[src/rtl/decoder_pkg.sv]
// Shared types and constants for the registered decoder / scan sequencer.
package decoder_pkg;

  typedef enum logic [1:0] {
    IDLE = 2'b00,
    HOLD = 2'b01,
    SCAN = 2'b10
  } state_t;

  localparam logic [1:0] MODE_ONEHOT = 2'b00;
  localparam logic [1:0] MODE_THERM  = 2'b01;
  localparam logic [1:0] MODE_SCAN   = 2'b10;
  localparam logic [1:0] MODE_RSVD   = 2'b11;

endpackage

[src/rtl/decoder_onehot_therm.sv]
// Combinational N-to-2^N decode: one-hot (bit[index]) or thermometer (bits[index:0]).
module decoder_onehot_therm #(
  parameter  int SEL_WIDTH = 4,
  localparam int OUT_WIDTH = 2**SEL_WIDTH
) (
  input  logic [SEL_WIDTH-1:0] index,
  input  logic                 therm,
  output logic [OUT_WIDTH-1:0] decoded
);

  // Each output bit compares its own position against the index.
  always_comb begin
    decoded = '0;
    for (int i = 0; i < OUT_WIDTH; i++) begin
      if (therm) decoded[i] = (SEL_WIDTH'(i) <= index);
      else       decoded[i] = (SEL_WIDTH'(i) == index);
    end
  end

endmodule

[src/rtl/decoder_sequencer.sv]
// Registered decoder with load handshake, thermometer mode and dwell-timed scan.
//
//   state | meaning
//   ------+-----------------------------------------------------------
//   IDLE  | disabled or nothing loaded; outputs zero
//   HOLD  | last loaded (or last scanned) decode held on the outputs
//   SCAN  | stepping one-hot index from start to last, dwell+1 cycles each
module decoder_sequencer
  import decoder_pkg::*;
#(
  parameter  int SEL_WIDTH   = 4,
  parameter  int DWELL_WIDTH = 8,
  localparam int OUT_WIDTH   = 2**SEL_WIDTH
) (
  input  logic                   Clock_In,
  input  logic                   Reset_n_In,
  input  logic                   Enable_In,
  input  logic [1:0]             Mode_In,
  input  logic [SEL_WIDTH-1:0]   Encoded_Value_In,
  input  logic                   Load_Valid_In,
  output logic                   Load_Ready_Out,
  input  logic                   Scan_Start_In,
  input  logic [SEL_WIDTH-1:0]   Scan_Last_In,
  input  logic [DWELL_WIDTH-1:0] Scan_Dwell_In,
  output logic [OUT_WIDTH-1:0]   Decoded_Out,
  output logic [SEL_WIDTH-1:0]   Index_Out,
  output logic                   Valid_Out,
  output logic                   Scan_Busy_Out,
  output logic                   Scan_Done_Out
);

  state_t                 state_q, state_nxt;
  logic [SEL_WIDTH-1:0]   index_q, index_nxt;
  logic                   therm_q, therm_nxt;
  logic                   valid_q, valid_nxt;
  logic                   done_q, done_nxt;
  logic [SEL_WIDTH-1:0]   last_q, last_nxt;
  logic [DWELL_WIDTH-1:0] dwell_q, dwell_nxt;
  logic [DWELL_WIDTH-1:0] cnt_q, cnt_nxt;
  logic [OUT_WIDTH-1:0]   decoded_q, dec_out;
  logic                   load_fire, scan_fire;

  assign Load_Ready_Out = Enable_In & (state_q != SCAN) & ~Mode_In[1];
  assign load_fire      = Load_Valid_In & Load_Ready_Out;
  assign scan_fire      = Scan_Start_In & Enable_In & (Mode_In == MODE_SCAN);

  // The decoder sees the next index so the output register updates in the same edge.
  decoder_onehot_therm #(.SEL_WIDTH(SEL_WIDTH)) u_decode (
    .index   (index_nxt),
    .therm   (therm_nxt),
    .decoded (dec_out)
  );

  // Next-state and next-register-value logic.
  always_comb begin
    state_nxt = state_q;
    index_nxt = index_q;
    therm_nxt = therm_q;
    valid_nxt = valid_q;
    done_nxt  = 1'b0;
    last_nxt  = last_q;
    dwell_nxt = dwell_q;
    cnt_nxt   = cnt_q;
    if (!Enable_In) begin
      state_nxt = IDLE;
      index_nxt = '0;
      therm_nxt = 1'b0;
      valid_nxt = 1'b0;
      cnt_nxt   = '0;
    end else begin
      case (state_q)
        IDLE, HOLD: begin
          if (scan_fire) begin
            state_nxt = SCAN;
            index_nxt = Encoded_Value_In;
            therm_nxt = 1'b0;
            valid_nxt = 1'b1;
            last_nxt  = Scan_Last_In;
            dwell_nxt = Scan_Dwell_In;
            cnt_nxt   = Scan_Dwell_In;
          end else if (load_fire) begin
            state_nxt = HOLD;
            index_nxt = Encoded_Value_In;
            therm_nxt = Mode_In[0];
            valid_nxt = 1'b1;
          end
        end
        SCAN: begin
          if (cnt_q != '0) begin
            cnt_nxt = cnt_q - DWELL_WIDTH'(1);
          end else if (index_q == last_q) begin
            state_nxt = HOLD;
            done_nxt  = 1'b1;
          end else begin
            // Natural wrap of the index width gives modulo-OUT_WIDTH stepping.
            index_nxt = index_q + SEL_WIDTH'(1);
            cnt_nxt   = dwell_q;
          end
        end
        default: state_nxt = IDLE;
      endcase
    end
  end

  // State, capture and output registers.
  always_ff @(posedge Clock_In or negedge Reset_n_In) begin
    if (!Reset_n_In) begin
      state_q   <= IDLE;
      index_q   <= '0;
      therm_q   <= 1'b0;
      valid_q   <= 1'b0;
      done_q    <= 1'b0;
      last_q    <= '0;
      dwell_q   <= '0;
      cnt_q     <= '0;
      decoded_q <= '0;
    end else begin
      state_q   <= state_nxt;
      index_q   <= index_nxt;
      therm_q   <= therm_nxt;
      valid_q   <= valid_nxt;
      done_q    <= done_nxt;
      last_q    <= last_nxt;
      dwell_q   <= dwell_nxt;
      cnt_q     <= cnt_nxt;
      decoded_q <= valid_nxt ? dec_out : '0;
    end
  end

  assign Decoded_Out   = decoded_q;
  assign Index_Out     = index_q;
  assign Valid_Out     = valid_q;
  assign Scan_Busy_Out = (state_q == SCAN);
  assign Scan_Done_Out = done_q;

endmodule

[config.mk]
export PLATFORM = sky130hd
export DESIGN_NAME = decoder_sequencer
export DESIGN_NICKNAME = d
export VERILOG_FILES = /design/src/rtl/decoder_pkg.sv /design/src/rtl/decoder_onehot_therm.sv /design/src/rtl/decoder_sequencer.sv
export SDC_FILE = /design/constraint.sdc
export NUM_CORES = 1
export LEC_CHECK = 0
export BUFFER_PORTS_ARGS = -buffer_cell sky130_fd_sc_hd__buf_2
export CAP_MARGIN = 20
export CORE_MARGIN = 2
export CORE_UTILIZATION = 54
export DETAILED_ROUTE_END_ITERATION = 10
export PLACE_DENSITY = 0.78
export REMOVE_ABC_BUFFERS = 1
export SLEW_MARGIN = 20
export SYNTH_ARGS = -nofsm -noshare
export SYNTH_HDL_FRONTEND = slang
export SYNTH_HIERARCHICAL = 1
export SYNTH_SLANG_ARGS = --single-unit
[constraint.sdc]
create_clock -name Clock_In -period 3.17 [get_ports Clock_In]
set_input_delay 0.317 -clock Clock_In [delete_from_list [all_inputs] [get_ports Clock_In]]
set_output_delay 0.317 -clock Clock_In [all_outputs]
set_load 0.02 [all_outputs]
# == Yosys cells after proc, flatten, opt, wreduce, memory -nomap -nowiden ==
# Index checks and enable logic that the tools add are counted.
# totals
in_bits,23
ff_bits,45
out_inout_bits,24
# op_classes
n_eq_ne,26
n_lt_le_gt_ge,16
n_reduce_logical,7
n_bitwise,6
n_addsub,2
mux,46
# ops
operator,n
"equality test 4 bit, first input constant",8
"<= comparator 4 bit, first input constant",8
2-to-1 mux 8 bit,4
2-to-1 mux 1 bit,28
2-to-1 mux 4 bit,5
"equality test 3 x 4 -> 1 bit, first input constant",4
"<= comparator 3 x 4 -> 1 bit, first input constant",4
2-to-1 mux 16 bit,1
one-hot mux 8 bit (2 select lines),1
2-to-1 mux 2 bit,5
AND reduction 3 bit,3
"equality test 2 x 4 -> 1 bit, first input constant",2
"<= comparator 1 x 4 -> 1 bit, first input constant",2
"<= comparator 2 x 4 -> 1 bit, first input constant",2
"!= test 4 bit, second input constant",2
one-hot mux 4 bit (2 select lines),1
nonzero test 8 bit,1
"subtractor 8 x 1 -> 8 bit, second input constant",1
"!= test 3 bit, second input constant",2
AND 1 bit,5
"adder 4 x 1 -> 4 bit, second input constant",1
"equality test 1 x 4 -> 1 bit, first input constant",1
"equality test 2 bit, second input constant",2
equality test 4 bit,1
other kinds (9),9

# == Longest topological paths before layout ==
# Gate-level depths: netlist of run 1.
# depth
ltp_word,11
ltp_mapped,13

# == By module ==
# Netlist of run 1, hierarchy kept.
# by_module_without_submodules
module,cells_per_inst,seq_area_each_um2,instances,area_each_um2
decoder_sequencer,204,1126.1,1,2153.3
decoder_onehot_therm,44,0.0,1,267.8

# == Worst setup path after synthesis of run 1 ==
# OpenSTA, ideal clock, no wires.
# synth_path
path_type,register -> register
startpoint,reg cnt_q[0]
endpoint,"reg decoded_q[1], in the netlist Decoded_Out[1]"
arrival_ps,2404
stages_incl_launch_ff,12
path_buffers,1
slack_ps,647
synth_period_minus_slack_ps,2523
path_cell_list,dfrtp_1 -> inv_1 -> ha_1 -> nor3b_2 -> nand3_1 -> nor3b_1 -> nor3b_1 -> o21ai_0 -> buf_6 -> nor3_1 -> mux2_1 -> and2_1
# synth_between
elab_chain_len,7
elab_cells_between_ends,8
classes_between,order compare: 1; eq/ne: 1; mux: 5; reduce/logical: 1
# synth_rtl
element,line,text
from (decl),decoder_sequencer.sv:39,"logic [DWELL_WIDTH-1:0] cnt_q, cnt_nxt;"
from (signal assigned),decoder_sequencer.sv:125,cnt_q <= cnt_nxt;
nonzero test 8 bit (*),decoder_sequencer.sv:89,if (cnt_q != '0) begin
2-to-1 mux 4 bit (*),decoder_sequencer.sv:89,
one-hot mux 4 bit (2 select lines) (*),decoder_sequencer.sv:71,case (state_q)
2-to-1 mux 4 bit (*),decoder_sequencer.sv:64,if (!Enable_In) begin
named net index_nxt[2],decoder_sequencer.sv:33,"logic [SEL_WIDTH-1:0] index_q, index_nxt;"
<= comparator 1 x 4 -> 1 bit or equality test 1 x 4 -> 1 bit (tied branches),"decoder_onehot_therm.sv:15, decoder_onehot_therm.sv:16",
2-to-1 mux 1 bit (*),decoder_onehot_therm.sv:15,if (therm) decoded[i] = (SEL_WIDTH'(i) <= index);
named net dec_out[1],decoder_sequencer.sv:40,"logic [OUT_WIDTH-1:0] decoded_q, dec_out;"
2-to-1 mux 16 bit (*),decoder_sequencer.sv:126,decoded_q <= valid_nxt ? dec_out : '0;
to (signal assigned),decoder_sequencer.sv:126,
to (decl),decoder_sequencer.sv:40,
# The timed path passes the listed nets; every way through them passes the cells marked *.
# A chain may end at the register's enable or synchronous reset.

# == Worst setup path in the final report of run 1 ==
# layout_path
startpoint,reg cnt_q[0]
endpoint,"reg decoded_q[9], in the netlist Decoded_Out[9]"
# layout_between
elab_chain_len,7
elab_cells_between_ends,8
classes_between,order compare: 1; eq/ne: 1; mux: 5; reduce/logical: 1
# layout_rtl
element,line
nonzero test 8 bit (*),decoder_sequencer.sv:89
2-to-1 mux 4 bit (*),decoder_sequencer.sv:89
one-hot mux 4 bit (2 select lines) (*),decoder_sequencer.sv:71
2-to-1 mux 4 bit (*),decoder_sequencer.sv:64
named net index_nxt[2],decoder_sequencer.sv:33
<= comparator 4 bit or equality test 4 bit (tied branches),"decoder_onehot_therm.sv:15, decoder_onehot_therm.sv:16"
2-to-1 mux 1 bit (*),decoder_onehot_therm.sv:15
named net dec_out[9],decoder_sequencer.sv:40
2-to-1 mux 16 bit (*),decoder_sequencer.sv:126
# Marked as above.

==> flow_summary.json, run 1 <==
{
  "grt_pass1_wl_um": 8540,
  "cts_buffer_depth": 2,
  "core_sq_um": 4320,
  "cts_resized": 0,
  "antenna_left": 0,
  "cp_max_fo": 18,
  "p_total_mw": 1.42,
  "grt_max_degree": 46,
  "crit_start": "cnt_q[0]",
  "drtPass1Iterations": 4,
  "cts.sinks": 45,
  "synth.area.top_cells": "dfrtp_1 47%, mux2_2 6.0%, and2_1 4.1%",
  "path_buf_inv": 2,
  "dp_hpwl_um": 3680,
  "tightest_slew_ns": 0.732,
  "wirelength_um": 5200,
  "peakVddDrop_mv": 0.259,
  "grt_pass1_vias": 1839,
  "rr_startpoint": "cnt_q[0]",
  "ys_ff_latch": 45,
  "rsz0062_at_grt": "no",
  "synth_most_common_cell": "dfrtp_1",
  "slew_headroom_pct": 51.0,
  "cts-root-buf": "clkbuf_8",
  "wl_per_cell_um": 15.0,
  "initial_utilization_pct": 56.0,
  "syn2layout_area_growth_pct": 15.9,
  "overflow": 0,
  "die_h_um": 71.0,
  "synth_enable_flop_cells": 0,
  "critPathSlowestCell": "dfrtp_1",
  "cts_max_level": 2,
  "fin_skew_ns": 0.00388,
  "cap_violations": 0,
  "clkTransAtPathRegs_ns": 0.08,
  "status": "finished clean",
  "drive_gt1_share_pct": 28.1,
  "synthFlopType": "dfrtp_1",
  "diodes": 0,
  "setup_viol": 0,
  "crit_type": "register to register",
  "synthTopCellsByCount": "45 x dfrtp_1, 24 x nor2_1, 20 x nand2_1, 16 x a21oi_1, 16 x and2_1",
  "vias": 1941,
  "hold_path.class": "primary input to async pin",
  "finalHoldViolations": 0,
  "stdcell_count": 347,
  "die_area_sq_um": 5040,
  "cts_buffers": 5,
  "ys_warn_count": 6,
  "num_rows": 24,
  "r2r_slack_ns": 0.33,
  "cts_tree": "done",
  "fmax_mhz": 352,
  "p_per_area_nw_per_um2": 507,
  "period_needed_ns": 2.84,
  "p_leak_nw": 1.34,
  "syn_area_sq_um": 2420,
  "yosysTopAreaCell": "dfrtp_1",
  "post_cts_buffers": 0,
  "synthDistinctLibCells": 56,
  "io_pins": 47,
  "use_met1_pct": 29.0,
  "synthCells": 248,
  "netlist.area_leader.share_pct": 46.5,
  "cp-start-kind": "register",
  "ys_seq_area_share_pct": 46.5,
  "grtUsageMet3_pct": 4.27,
  "fin_crit_sh_pct": 89.6,
  "syn_avg_cell_area_sq_um": 9.76,
  "port_buffers": 46,
  "required_ns": 3.41,
  "gp_congestion": 0.892,
  "worstSetupEndpointType": "register",
  "cts_hold_buf": 0,
  "crit_path_frequent_cell": "nor3b_1",
  "vias_per_cell": 5.59,
  "slowest_delay_ns": 0.43,
  "post-place-cells": 339,
  "path_cells": "inv_1 -> ha_1 -> nor3b_2 -> nand3_1 -> nor3b_1 -> nor3b_1 -> o21ai_0 -> buf_4 -> or3b_1 -> a21boi_1 -> and2_1",
  "crit_arrival_ns": 3.08,
  "async_flop_share_pct": 100,
  "clk_latency_ns": 0.30,
  "post-route-util_pct": 64.9,
  "final_nets": 319,
  "whs_ns": 0.00566,
  "grtUsageTotal_pct": 21.5,
  "antenna_found_initial": 0,
  "dr.first_iter.drc_count": 113,
  "drcViolationCount": 0,
  "use_met2_pct": 35.1,
  "top_usage_layer": "met2",
  "fin_setup_tns_ns": 0,
  "crit_family": "simple AND/OR/NAND/NOR gates",
  "die_x_um": 71.0,
  "slew_viol_final": 0
}
==> final timing paths <==
check / end / depth (start not counted)
min: dwell_q[2] / 1
min reg2reg: dwell_q[6] / 1
max reg2reg: Decoded_Out[9] / 11
min in group Clock_In: last_q[0] / 2
max: Decoded_Out[9] / 11
max in group asynchronous: Index_Out[0] / 1
==> power by group <==
group	leakage [nW]	switching, mW	total [mW]	internal [mW]
combinational	0.688	0.161	0.287	0.126
sequential	0.590	0.0517	0.685	0.633
clock	0.0574	0.194	0.450	0.256
==> sequential cells by signal, summed over array words and instances, names as in the netlist <==
| name | cells |
|---|---|
| Scan_Done_Out | 1 |
| therm_q | 1 |
| cnt_q | 8 |
| last_q | 4 |
| dwell_q | 8 |
| Valid_Out | 1 |
| Decoded_Out | 16 |
| state_q | 2 |
| Index_Out | 4 |
==> cell usage in the layout, fill, tap and decap left out, types with 2 or more instances in the layout <==
| cell type | count |
|---|---|
| nand3_1 | 8 |
| a21oi_1 | 16 |
| nand2_1 | 20 |
| buf_4 | 7 |
| and2_1 | 16 |
| mux2_2 | 13 |
| nand3b_1 | 3 |
| o21a_1 | 2 |
| o21ai_0 | 13 |
| nor3b_1 | 2 |
| buf_2 | 45 |
| nand2b_1 | 5 |
| o31ai_1 | 2 |
| xor2_1 | 5 |
| nor2_1 | 24 |
| nor3_1 | 12 |
| a22oi_1 | 2 |
| o211ai_1 | 2 |
| ha_1 | 2 |
| a211oi_1 | 2 |
| a22o_2 | 3 |
| nor4_1 | 2 |
| inv_1 | 5 |
| o311ai_0 | 2 |
| dfrtp_1 | 45 |
| clkbuf_8 | 6 |
==> routing by layer <==
layer	wire, um	vias up
li1	-	965
met2	2540	40
met5	0	-
met4	69	0
met1	2390	930
met3	192	6
==> final cells by class <==
cell class | instances | area, sq um
Fill cell | 383 | 1520
Clock inverter | 2 | 37.5
Inverter | 6 | 22.5
Multi-Input combinational cell | 184 | 1190
Timing Repair Buffer | 52 | 278
Tap cell | 52 | 65.1
Sequential cell | 45 | 1130
Clock buffer | 6 | 82.6
==> stage by stage <==
step / setup WS (ns) / instance area [sq um]
global placement: 0.543 / 2680
finish: 0.329 / 2810
global route: 0.115 / 2810
CTS: 0.372 / 2800
detailed placement: 0.389 / 2680
floorplan: 0.0250 / 2340
==> logic make-up after synthesis <==
kind of cell    share of synthesized area [%]
compound gates                           17.1
xor+xnor                                 2.17
fa+ha+maj                                1.03
buf+inv                                  4.19
flops                                    46.5
mux                                      6.93
simple gates                             22.1
No activity file was read; power rests on OpenSTA's default activity.
==> run 2, diff against run 1 <==
--- a/config.mk
+++ b/config.mk
@@ -5,12 +5,14 @@
 export SDC_FILE = /design/constraint.sdc
 export NUM_CORES = 1
 export LEC_CHECK = 0
+export ABC_AREA = 1
 export BUFFER_PORTS_ARGS = -buffer_cell sky130_fd_sc_hd__buf_2
 export CAP_MARGIN = 20
 export CORE_MARGIN = 2
 export CORE_UTILIZATION = 54
 export DETAILED_ROUTE_END_ITERATION = 10
-export PLACE_DENSITY = 0.78
+export GPL_TIMING_DRIVEN = 0
+export PLACE_DENSITY = 0.77
 export REMOVE_ABC_BUFFERS = 1
 export SLEW_MARGIN = 20
 export SYNTH_ARGS = -nofsm -noshare
==> flow_summary.json, run 2 <==
{
  "status": "finished clean",
  "clkPwrFrac_pct": 31.3,
  "yosys.area_share.simple_pct": 39.1,
  "vias": 2384,
  "core_sq_um": 4720,
  "num_rows": 25,
  "cts.sinks": 45,
  "die_h_um": 74.1,
  "initial_utilization_pct": 56.1,
  "synth_most_common_cell": "nand2_1",
  "slew_headroom_pct": 57.9,
  "fin_crit_sh_pct": 85.3,
  "period_needed_ns": 2.70,
  "cts_buffer_depth": 2,
  "p_per_area_nw_per_um2": 474,
  "setup_viol": 0,
  "path_cells": "inv_1 -> ha_1 -> nand4_1 -> nor2_2 -> nand3_1 -> nand2_1 -> a21oi_1 -> nor2_1 -> inv_2 -> nor2_1 -> nand3_1 -> nand2_1 -> inv_1 -> nor2_1",
  "rsz0062_at_grt": "no",
  "gp_congestion": 0.910,
  "final_cell_mix": "126 x nand2_1, 61 x inv_1, 45 x dfrtp_1, 45 x buf_2, 34 x nand3_1",
  "synthXorXnorAreaFrac_pct": 0.331,
  "ys_warn_count": 6,
  "yosys.area_share.adder_pct": 0.944,
  "overflow": 0,
  "synth-compound-area-share_pct": 5.67,
  "comb_power_share_pct": 22.6,
  "synthCells": 374,
  "yosysTopAreaCell": "dfrtp_1",
  "cts_hold_buf": 0,
  "intPower_mw": 0.987,
  "antenna_left": 0,
  "synth.area.top_cells": "dfrtp_1 42%, nand2_1 18%, inv_1 8.6%",
  "cts_max_level": 2,
  "largest_reg_flops": 16,
  "syn2layout_area_growth_pct": 14.7,
  "critPathSlowestCell": "nor2_2",
  "grtUsageTotal_pct": 23.0,
  "cts_buffers": 5,
  "hold_path.class": "primary input to async pin",
  "worst_slack_ns": 0.466,
  "dp_hpwl_um": 4070,
  "p_total_mw": 1.44,
  "slowest_delay_ns": 0.46,
  "crit_arrival_ns": 2.94,
  "cap_violations": 0,
  "synthDistinctLibCells": 27,
  "finalHoldViolations": 0,
  "synthTopCellsByCount": "126 x nand2_1, 61 x inv_1, 45 x dfrtp_1, 34 x nand3_1, 28 x nor2_1",
  "cp_max_fo": 13,
  "synthMuxAreaShare_pct": 0,
  "fin_skew_ns": 0.00912,
  "sw_frac_of_total_pct": 31.5,
  "peakVddDrop_mv": 0.302,
  "p_switching_mw": 0.453,
  "place_area_sq_um": 2920,
  "cts-root-buf": "clkbuf_8",
  "crit_type": "register to register",
  "drive_gt1_share_pct": 20.6,
  "io_pins": 47,
  "tightest_slew_ns": 0.631,
  "clkTransAtPathRegs_ns": 0.09,
  "port_buffers": 46,
  "grt_max_degree": 46,
  "fin_setup_tns_ns": 0,
  "vias_per_cell": 4.87,
  "fmax_mhz": 370,
  "cp-start-kind": "register",
  "async_flop_share_pct": 100,
  "grt_pass1_vias": 2204,
  "power_frac_seq_pct": 46.0,
  "diodes": 0,
  "synthFlopType": "dfrtp_1",
  "slew_viol_final": 0,
  "antenna_found_initial": 0,
  "layout.cells.most_common": "nand2_1",
  "ys_seq_area_share_pct": 42.5,
  "clk_latency_ns": 0.30,
  "drtPass1Iterations": 4,
  "synth_top_family_by_area": "simple AND/OR/NAND/NOR gates",
  "grt_pass1_wl_um": 9720,
  "final_nets": 447,
  "wirelength_um": 5720,
  "synth_enable_flop_cells": 0,
  "drcViolationCount": 0,
  "worstSetupEndpointType": "register",
  "syn_area_sq_um": 2650,
  "syn_avg_cell_area_sq_um": 7.09,
  "dp_slack_ns": 0.332,
  "die_x_um": 74.1,
  "ys_ff_latch": 45,
  "die_area_sq_um": 5480,
  "dr.first_iter.drc_count": 130,
  "post_cts_buffers": 0,
  "finish.instance_area_sq_um": 3040,
  "netlist.area_leader.share_pct": 42.5,
  "cts_tree": "done",
  "crit_path_frequent_cell": "nor2_1",
  "wl_per_cell_um": 11.7,
  "p_leak_nw": 1.71,
  "whs_ns": 0.00799,
  "required_ns": 3.40
}
[run 2: changes by cell type after synthesis, moves of 7 or more]
cell / before / now
nand2_1: 20 / 126
inv_1: 5 / 61
nand3_1: 8 / 34
and2_1: 16 / 0
mux2_2: 13 / 0
nor2_2: 1 / 11
a21oi_1: 16 / 8
nor3_1: 12 / 4
buf_2: 9 / 2
[run 2: stage by stage]
step	utilization (%)	std cells
after floorplan	-	369
after global placement	61.7	482
after detailed placement	61.7	482
after CTS	64.3	490
after global routing	64.4	490
final	64.4	490
[run 2: per-layer routing]
metal  vias up  wire length (um)  track usage [%]
met4         0                62             8.08
met1      1087              2680             30.9
met2        47              2750             38.0
met3         7               222             3.66
li1       1243                 -                -
met5         -                 0                0
[run 2: power by group through the flow]
stage          Sequential (mW)  Clock, mW  Combinational (mW)
3_5_place_dp             0.674          0               0.323
5_1_grt                  0.671      0.484               0.375
2_1_floorplan            0.675          0               0.226
3_3_place_gp             0.672          0               0.315
4_1_cts                  0.663      0.458               0.327
6_report                 0.663      0.451               0.326
[run 2: logic make-up (layout without fill, tap and decap cells)]
logic type,after synthesis,after routing
simple gates,224,224
buf+inv,72,121
flops,45,45
compound gates,30,30
fa+ha+maj,2,2
xor+xnor,1,1
[run 2: worst max-delay path, delay by kind of cell (launching register included)]
family	cells	cell delay [ns]
simple gates	9	1.69
compound gates	1	0.04
flops	1	0.40
buf+inv	3	0.28
fa+ha+maj	1	0.22
[run 2: area by class of cell]
| type | count | area, sq um |
|---|---|---|
| fill | 429 | 1680 |
| multi-input combinational | 257 | 1220 |
| sequential | 45 | 1130 |
| inverter | 67 | 255 |
| timing repair buffer | 46 | 233 |
| tap | 67 | 83.8 |
| clock buffer | 6 | 82.6 |
| clock inverter | 2 | 37.5 |
[run 2: what timing repair did]
item                                    CTS  global route
endpoints found under the hold margin     0             0
gates resized for setup                   0             1
endpoints found under the setup margin    0             4
[run 2: final timing paths]
| path | slack (ns) | to | cells after the start | from |
|---|---|---|---|---|
| worst max-delay path | 0.47 | Decoded_Out[2] | 14 | cnt_q[0] |
| worst min-delay path | 0.008 | dwell_q[5] | 1 | Reset_n_In |
| worst max register to register | 0.47 | Decoded_Out[2] | 14 | cnt_q[0] |
| worst min register to register | 0.49 | dwell_q[2] | 2 | dwell_q[2] |
| max in group asynchronous | 2.76 | dwell_q[0] | 1 | Reset_n_In |
| min in group Clock_In | 0.23 | last_q[3] | 3 | Scan_Last_In[3] |
